$ cat config.mk
export PLATFORM = sky130hd
export DESIGN_NAME = rot_cordic_seq
export DESIGN_NICKNAME = d
export VERILOG_FILES = /design/src/rtl/rot_cordic_seq.sv
export SDC_FILE = /design/constraint.sdc
export NUM_CORES = 1
export LEC_CHECK = 0
export CORE_AREA = 2 2 39 41
export CTS_BUF_LIST = sky130_fd_sc_hd__clkbuf_8
export DETAILED_ROUTE_END_ITERATION = 10
export DIE_AREA = 0 0 41 43
export GPL_TIMING_DRIVEN = 0
export PLACE_DENSITY = 0.64
export SYNTH_ARGS = -nofsm -noshare
export SYNTH_HDL_FRONTEND = slang
export SYNTH_SLANG_ARGS = --single-unit
export TNS_END_PERCENT = 5
$ cat constraint.sdc
create_clock -name clk -period 2.3 [get_ports clk]
set_input_delay 0.345 -clock clk [delete_from_list [all_inputs] [get_ports clk]]
set_output_delay 0.345 -clock clk [all_outputs]
set_load 0.005 [all_outputs]
$ cat src/rtl/rot_cordic_seq.sv
// Sequencer for the iterative rotation-mode CORDIC: loads a sample, runs ITER
// feedback micro-rotations, then holds the result behind a valid/ready output.
module rot_cordic_seq #(
    parameter int ITER  = 12,
    parameter int CNT_W = 4
) (
    input  logic             clk,
    input  logic             rst_n,
    input  logic             en,
    input  logic             in_valid,
    output logic             in_ready,
    input  logic             z_msb,
    output logic             sel,
    output logic             stage_ce,
    output logic [CNT_W-1:0] shift,
    output logic             dir,
    output logic             out_valid,
    input  logic             out_ready,
    output logic             busy,
    output logic [1:0]       dbg_state
);

    // Handshakes: a transfer happens on a rising edge where valid && ready && en.
    typedef enum logic [1:0] {
        S_IDLE = 2'd0,
        S_ITER = 2'd1,
        S_DONE = 2'd2
    } state_t;

    localparam logic [CNT_W-1:0] LAST = CNT_W'(ITER - 1);

    state_t           state_q, state_d;
    logic [CNT_W-1:0] cnt_q, cnt_d;
    logic             out_valid_q, out_valid_d;

    always_comb begin
        state_d     = state_q;
        cnt_d       = cnt_q;
        out_valid_d = out_valid_q;
        in_ready    = 1'b0;
        sel         = 1'b0;
        stage_ce    = 1'b0;
        shift       = '0;
        dir         = 1'b0;
        busy        = 1'b0;
        case (state_q)
            S_IDLE: begin
                in_ready = en;
                stage_ce = en && in_valid;
                if (en && in_valid) begin
                    cnt_d   = '0;
                    state_d = S_ITER;
                end
            end
            S_ITER: begin
                sel      = 1'b1;
                stage_ce = en;
                shift    = cnt_q;
                dir      = ~z_msb;
                busy     = 1'b1;
                if (en) begin
                    if (cnt_q == LAST) begin
                        state_d     = S_DONE;
                        out_valid_d = 1'b1;
                        cnt_d       = '0;
                    end else begin
                        cnt_d = cnt_q + CNT_W'(1);
                    end
                end
            end
            S_DONE: begin
                in_ready = en && out_ready;
                // Result registers stay frozen until the consumer takes the result.
                if (en && out_ready) begin
                    out_valid_d = 1'b0;
                    if (in_valid) begin
                        stage_ce = 1'b1;
                        cnt_d    = '0;
                        state_d  = S_ITER;
                    end else begin
                        state_d = S_IDLE;
                    end
                end
            end
            default: state_d = S_IDLE;
        endcase
    end

    always_ff @(posedge clk or negedge rst_n) begin
        if (!rst_n) begin
            state_q     <= S_IDLE;
            cnt_q       <= '0;
            out_valid_q <= 1'b0;
        end else begin
            state_q     <= state_d;
            cnt_q       <= cnt_d;
            out_valid_q <= out_valid_d;
        end
    end

    assign out_valid = out_valid_q;
    assign dbg_state = state_q;

endmodule

==> metrics.md, run 1 <==
| Metric | Value |
|---|---|
| Startpoint types | `flop` |
| R2R depth | `5` |
| Die W | `41 um` |
| Largest net degree at the start of global routing | `10` |
| Post-CTS sizing | `0` |
| RSZ-0062 raised after global routing | `false` |
| Vias | `384` |
| Total GRT Usage | `13.35%` |
| Post-DP HPWL | `666.6 um` |
| Remaining DRCs | `0` |
| Clock tree buffer depth | `2` |
| Drt wl/cell | `10.92 um` |
| Outcome | `complete, no violations` |
| CP Data Required Time | `1.96 ns` |
| Max IR drop VDD | `0.5406 mV` |
| Slew margin rel. | `78.96%` |
| Critical path peak fanout | `9` |
| DP Cell Count | `79` |
| Fmax | `467.8 MHz` |
| Cell Area, Placed | `616.8 um^2` |
| Fillers | `149` |
| Worst clock skew | `0.008029 ns` |
| Final Slew Violations | `0` |
| Post-Route WL | `906 um` |
| Starting Density | `30.83%` |
| Ys flop type | `dfrtp_1` |
| ANT cells | `0` |
| Sequential area share after synthesis | `41.06%` |
| DR vias/cell | `4.627` |
| # hold bufs at CTS | `0` |
| Worst Tran Pin Value | `0.3145 ns` |
| Lkg Pwr | `0.3042 nW` |
| Final setup viols | `0` |
| Critical path's top delay family | `buffers and inverters` |
| Syn Area/Cell | `9.275 um^2` |
| RePlAce Congestion | `0.7378` |
| Synth warn | `0` |
| Port Buffers | `17` |
| Minimum clock period | `2.138 ns` |
| Area growth syn-to-layout | `55.13%` |
| Fin nets | `75` |
| CTS tree | `built` |
| Reg-to-reg critical path startpoint | `cnt_q[0]` |
| Period utilization | `92.94%` |
| EDFF count, synth | `0` |
| Fin. Hold Viols | `0` |
| Synthesized Nets | `53` |
| Final instance area | `661.9 um^2` |
| Asr flop ratio synth | `100.0%` |
| P per Cell Area | `1144 nW/um^2` |
| Crit-path cells | `nand2b_1 > inv_1 > and2_1 > clkdlybuf4s50_1` |
| First-pass GRT wire length | `1.469 mm` |
| Share of cells above drive strength 1 | `11.94%` |
| Row cnt | `14` |
| Vias in the first global route | `343` |
| Post-Route Utilization | `47.83%` |
| ANT nets after route | `0` |
| Final Non-Filler Cells | `83` |
| Worst Hold Class | `input pin to async pin` |
| Post-Route Setup TNS | `0 ns` |
| Post-synthesis register bit count | `7` |
| Clock sinks | `7` |
| Die Area | `1763 um^2` |
| Total grt overflow | `0` |
| Total CTS buffers | `3` |
| Worst path bufs/invs | `2` |
| Worst EP arrival | `1.79 ns` |
| Core Area | `1384 um^2` |
| # IOs | `18` |
| Maxcap violations | `0` |
| Reg-to-reg setup timing slack | `0.94 ns` |
| R2R Path End | `cnt_q[3]` |
| Starting DRT DRC Count | `1` |
| Cell Area, Synth | `426.7 um^2` |
| Initial antenna violation count | `0` |
| Worst-Skew Late Latency | `0.23 ns` |
| H-tree depth | `1` |
| Post-synth cell types | `23` |
| Clk pin slew, worst setup/hold paths | `0.04 ns` |
| Die Y | `43 um` |
| Worst path slowest cell | `clkdlybuf4s50_1` |
| Crit. End Element | `output port` |
| Detailed Routing Iterations Pass 1 | `4` |
| Root Buffer | `clkbuf_8` |
| Mapped Cells | `46` |
| CP peak stage delay | `0.50 ns` |
| Setup Buffers After CTS | `0` |
| WS Path Type | `flop to output port` |
## state kept, by name (all words and copies together), names as in the netlist
name       flops
cnt_q          4
dbg_state      2
out_valid      1
## final cells by class
class                      instances  area [um^2]  share of cell area, %
tap                               16        20.02                  3.025
clock inverter                     1        3.754                 0.5671
timing repair buffer              17        170.2                  25.71
multi-input combinational         35        232.7                  35.16
clock buffer                       3        41.29                  6.238
buffer                             1        7.507                  1.134
inverter                           3        11.26                  1.701
sequential                         7        175.2                  26.47
## logic make-up (layout without fill, tap and decap cells)
group	count (synthesis)	in the layout	share of synthesized area, %
and+or+nand+nor	21	21	26.68
adders and majority gates	1	1	2.932
DFF	7	7	41.06
AOI/OAI and AO/OA	13	13	24.93
buffers and inverters	4	25	4.399
## metal layers
metal	part of all wire (%)	wire length [um]	global-route usage [%]	vias to the layer above
li1	-	-	-	204
met1	45	409	15.79	164
met2	43	393	16.88	12
met3	8.2	74	9.424	4
met4	3.0	27	8.000	0
met5	0	0	0	-
## worst max path at each step
| stage | start | endpoint | depth (start not counted) |
|---|---|---|---|
| floorplan | dbg_state[1] | shift[0] | 3 |
| global placement | en | stage_ce | 5 |
| detailed placement | en | stage_ce | 5 |
| CTS | dbg_state[1] | shift[0] | 4 |
| global route | dbg_state[1] | shift[0] | 4 |
| finish | dbg_state[1] | shift[0] | 4 |
## Yosys cell counts, types with 2 or more instances
cell      instances  area [um^2]
a21o_1            2        15.01
and2_1            4        25.02
dfrtp_1           7        175.2
inv_1             2        7.510
nand2_1           6        22.52
nand2b_1          2        12.51
nand3_1           2        10.01
nor2_1            3        11.26
o21ai_0           3        15.01
o21ai_1           2        10.01
## stage by stage
step                      setup WS, ns  total power (W)  hold slack (ns)
final                           0.1623        0.0007573           0.3704
after detailed placement        0.2160        0.0005920           0.4906
after global routing           0.01736        0.0008240           0.4010
after floorplan                 0.9843        0.0004109          0.04941
after global placement          0.2034        0.0005877           0.4935
after CTS                       0.1318        0.0007695           0.3828
## layout by cell type (no fill, tap or decap), types with 2 or more instances in the layout
cell type        netlist  final
clkbuf_8               0      3
nand2_1                6      6
and2_1                 4      4
inv_1                  2      3
clkdlybuf4s50_1        0     17
o21ai_0                3      3
nand3_1                2      2
o21ai_1                2      2
dfrtp_1                7      7
nand2b_1               2      2
nor2_1                 3      3
a21o_1                 2      2
## worst register-to-register path: cells and delay by family (launching register included)
family	cells	cell delay [ns]
AOI/OAI and AO/OA	3	0.50
DFF	1	0.40
adders and majority gates	1	0.18
and+or+nand+nor	1	0.17
## power breakdown
group | leakage, nW | switching, W | internal [W] | total [W]
combinational | 0.186 | 0.000143 | 0.000216 | 0.000359
clock | 0.0269 | 0.0000563 | 0.000116 | 0.000172
sequential | 0.0909 | 0.0000576 | 0.000169 | 0.000227
Power figures use the tool's default switching activity.
==> inputs of run 2 (changes only) <==
- REMOVE_ABC_BUFFERS: default -> 1
==> run 2 against run 1 <==
Net effect: cell area shrank 1.1%; flip-flop and latch count is the same; worst hold slack gained 0.014 ns; final cell count shrank 1.2%; critical path depth is the same; via count grew 2.9%; combinational power shrank 5%; clock-buffer cell count is the same; core utilization shrank 0.54 points; sequential power is essentially flat; power shrank 2.6%; register-to-register slack is essentially flat; critical path type unchanged; critical endpoint is now shift[2].
==> metrics.md, run 2 (same netlist as run 1, synthesis figures left out) <==
| Metric | Value |
|---|---|
| Outcome | `complete, no violations` |
| Row cnt | `14 (unchanged)` |
| Final Slew Violations | `0 (unchanged)` |
| Commonest non-fill, non-tap cell in the layout | `clkdlybuf4s50_1` |
| Starting Density | `30.83% (unchanged)` |
| Final setup viols | `0 (unchanged)` |
| Clock tree buffer depth | `2 (unchanged)` |
| CP Data Required Time | `1.96 ns (about the same)` |
| Worst clock skew | `0.006247 ns (-0.001782 ns)` |
| Worst path slowest cell | `clkdlybuf4s50_1` |
| Final instance area | `654.4 um^2 (-1.1%)` |
| DR vias/cell | `4.817 (+4.1%)` |
| CTS tree | `built` |
| Total grt overflow | `0 (unchanged)` |
| Clk pin slew, worst setup/hold paths | `0.04 ns (about the same)` |
| Root Buffer | `clkbuf_8` |
| RePlAce Congestion | `0.7473 (+1.3%)` |
| P per Cell Area | `1127 nW/um^2 (-1.5%)` |
| Fin. Hold Viols | `0 (unchanged)` |
| Crit. End Element | `output port` |
| Post-Route Setup TNS | `0 ns (unchanged)` |
| Startpoint types | `flop` |
| CP peak stage delay | `0.49 ns (about the same)` |
| Die Y | `43 um (unchanged)` |
| Area growth syn-to-layout | `53.37%` |
| Slew margin rel. | `77.83% (-1.1 points)` |
| Largest net degree at the start of global routing | `10 (unchanged)` |
| Drt wl/cell | `10.28 um (-5.8%)` |
| Switch Pwr | `0.0002487 W (-3.3%)` |
| Largest Register | `cnt_q` |
| Worst Hold Class | `input pin to async pin` |
| Initial antenna violation count | `0 (unchanged)` |
| Commonest cells after routing, fill and taps aside | `17 x clkdlybuf4s50_1, 7 x dfrtp_1, 6 x nand2_1, 4 x and2_1` |
| ANT cells | `0 (unchanged)` |
| Die Area | `1763 um^2 (unchanged)` |
| Worst Tran Pin Value | `0.3315 ns (+0.01699 ns)` |
| Remaining DRCs | `0 (unchanged)` |
| Reg-to-reg setup timing slack | `0.94 ns (about the same)` |
| Gate power share | `46.4% (-1.0 points)` |
| Maxcap violations | `0 (unchanged)` |
| Post-DP HPWL | `653.3 um (-2.0%)` |
| Vias | `395 (+2.9%)` |
| Detailed Routing Iterations Pass 1 | `4 (unchanged)` |
| Lkg Pwr | `0.2990 nW (-1.7%)` |
| Port Buffers | `17 (unchanged)` |
| Fmax | `473.1 MHz (+1.1%)` |
| Minimum clock period | `2.114 ns (-0.02387 ns)` |
| ANT nets after route | `0 (unchanged)` |
| Max IR drop VDD | `0.7805 mV (+44%)` |
| Fillers | `153 (+2.7%)` |
| Worst-Skew Late Latency | `0.23 ns (about the same)` |
| Critical path's top delay family | `buffers and inverters` |
| Worst path bufs/invs | `2 (unchanged)` |
| Post-Route WL | `843 um (-7.0%)` |
| Cell Area, Placed | `609.3 um^2 (-1.2%)` |
| First-pass GRT wire length | `1.386 mm (-5.7%)` |
| Worst EP arrival | `1.77 ns (-0.02 ns)` |
| H-tree depth | `1 (unchanged)` |
| Vias in the first global route | `313 (-8.7%)` |
| Setup Buffers After CTS | `0 (unchanged)` |
| Share of cells above drive strength 1 | `10.61% (-1.3 points)` |
| Die W | `41 um (unchanged)` |
| RSZ-0062 raised after global routing | `false` |
| Total GRT Usage | `12.42% (-0.92 points)` |
| Clock Power Share | `22.6% (about the same)` |
| Crit-path cells | `nand2b_1 > inv_1 > and2_1 > clkdlybuf4s50_1` |
| Period utilization | `91.91% (-1.0 points)` |
| Clock sinks | `7 (unchanged)` |
| # IOs | `18 (unchanged)` |
| Post-CTS sizing | `0 (unchanged)` |
| WS Path Type | `flop to output port` |
| Fin nets | `74 (-1.3%)` |
| Critical path peak fanout | `9 (unchanged)` |
| # hold bufs at CTS | `0 (unchanged)` |
| P_int | `0.0004890 W (-2.2%)` |
| Flop pwr share | `31.0% (+1.1 points)` |
| Starting DRT DRC Count | `4 (+3)` |
| Core Area | `1384 um^2 (unchanged)` |
| Total CTS buffers | `3 (unchanged)` |
| Max FFs per register | `4 (unchanged)` |
| Sw Ratio | `33.72% (-0.24 points)` |
-- run 2: changes by cell type in the layout (fill, tap and decap cells not counted) --
| cell | delta |
|---|---|
| buf_4 | -1 |
-- run 2: per-layer routing --
layer / share of wire (%) / global-route usage [%] / wire length [um] / up-vias
met1: 43 / 14.75 / 361 / 177
met2: 46 / 15.94 / 391 / 15
met5: 0 / 0 / 0 / -
li1: - / - / - / 201
met3: 9.4 / 9.424 / 79 / 2
met4: 1.2 / 6.000 / 10 / 0
-- run 2: final timing paths --
check                           depth (start not counted)         start         to
max in group asynchronous                               1         rst_n  out_valid
min in group clk                                        2     out_valid  out_valid
worst min-delay path                                    1         rst_n   cnt_q[3]
worst min register to register                          2     out_valid  out_valid
worst max-delay path                                    4  dbg_state[1]   shift[2]
worst max register to register                          5      cnt_q[0]   cnt_q[3]
-- run 2: metrics by stage --
step	power, W	worst slack, ns	cells	hold WS [ns]	util (%)
2_1_floorplan	0.0003986	0.9661	45	0.04941	-
3_3_place_gp	0.0005735	0.2038	78	0.4893	44.03
3_5_place_dp	0.0005777	0.2084	78	0.4949	44.03
4_1_cts	0.0007498	0.1710	82	0.3978	47.29
5_1_grt	0.0008099	0.05595	82	0.4007	47.29
6_report	0.0007377	0.1861	82	0.3842	47.29
-- run 2: cell type report --
cell class | count | area, um^2 | area share [%]
Clock inverter | 1 | 3.754 | 0.5736
Inverter | 3 | 11.26 | 1.721
Sequential cell | 7 | 175.2 | 26.77
Multi-Input combinational cell | 35 | 232.7 | 35.56
Clock buffer | 3 | 41.29 | 6.310
Timing Repair Buffer | 17 | 170.2 | 26.00
Tap cell | 16 | 20.02 | 3.059
-- run 2: power groups by stage --
| stage | clock (W) | combinational (W) | sequential, W |
|---|---|---|---|
| 2_1_floorplan | 0 | 0.000178 | 0.000221 |
| 4_1_cts | 0.000173 | 0.000348 | 0.000229 |
| 6_report | 0.000167 | 0.000342 | 0.000229 |
| 3_5_place_dp | 0 | 0.000347 | 0.000230 |
| 5_1_grt | 0.000189 | 0.000382 | 0.000239 |
| 3_3_place_gp | 0 | 0.000345 | 0.000229 |
==> inputs of run 3 (changes only) <==
- CAP_MARGIN: default -> 15
- CTS_CLUSTER_SIZE: default -> 30
==> results of run 3 <==
The final DEF is identical to that of run 2; final timing and power are the same.
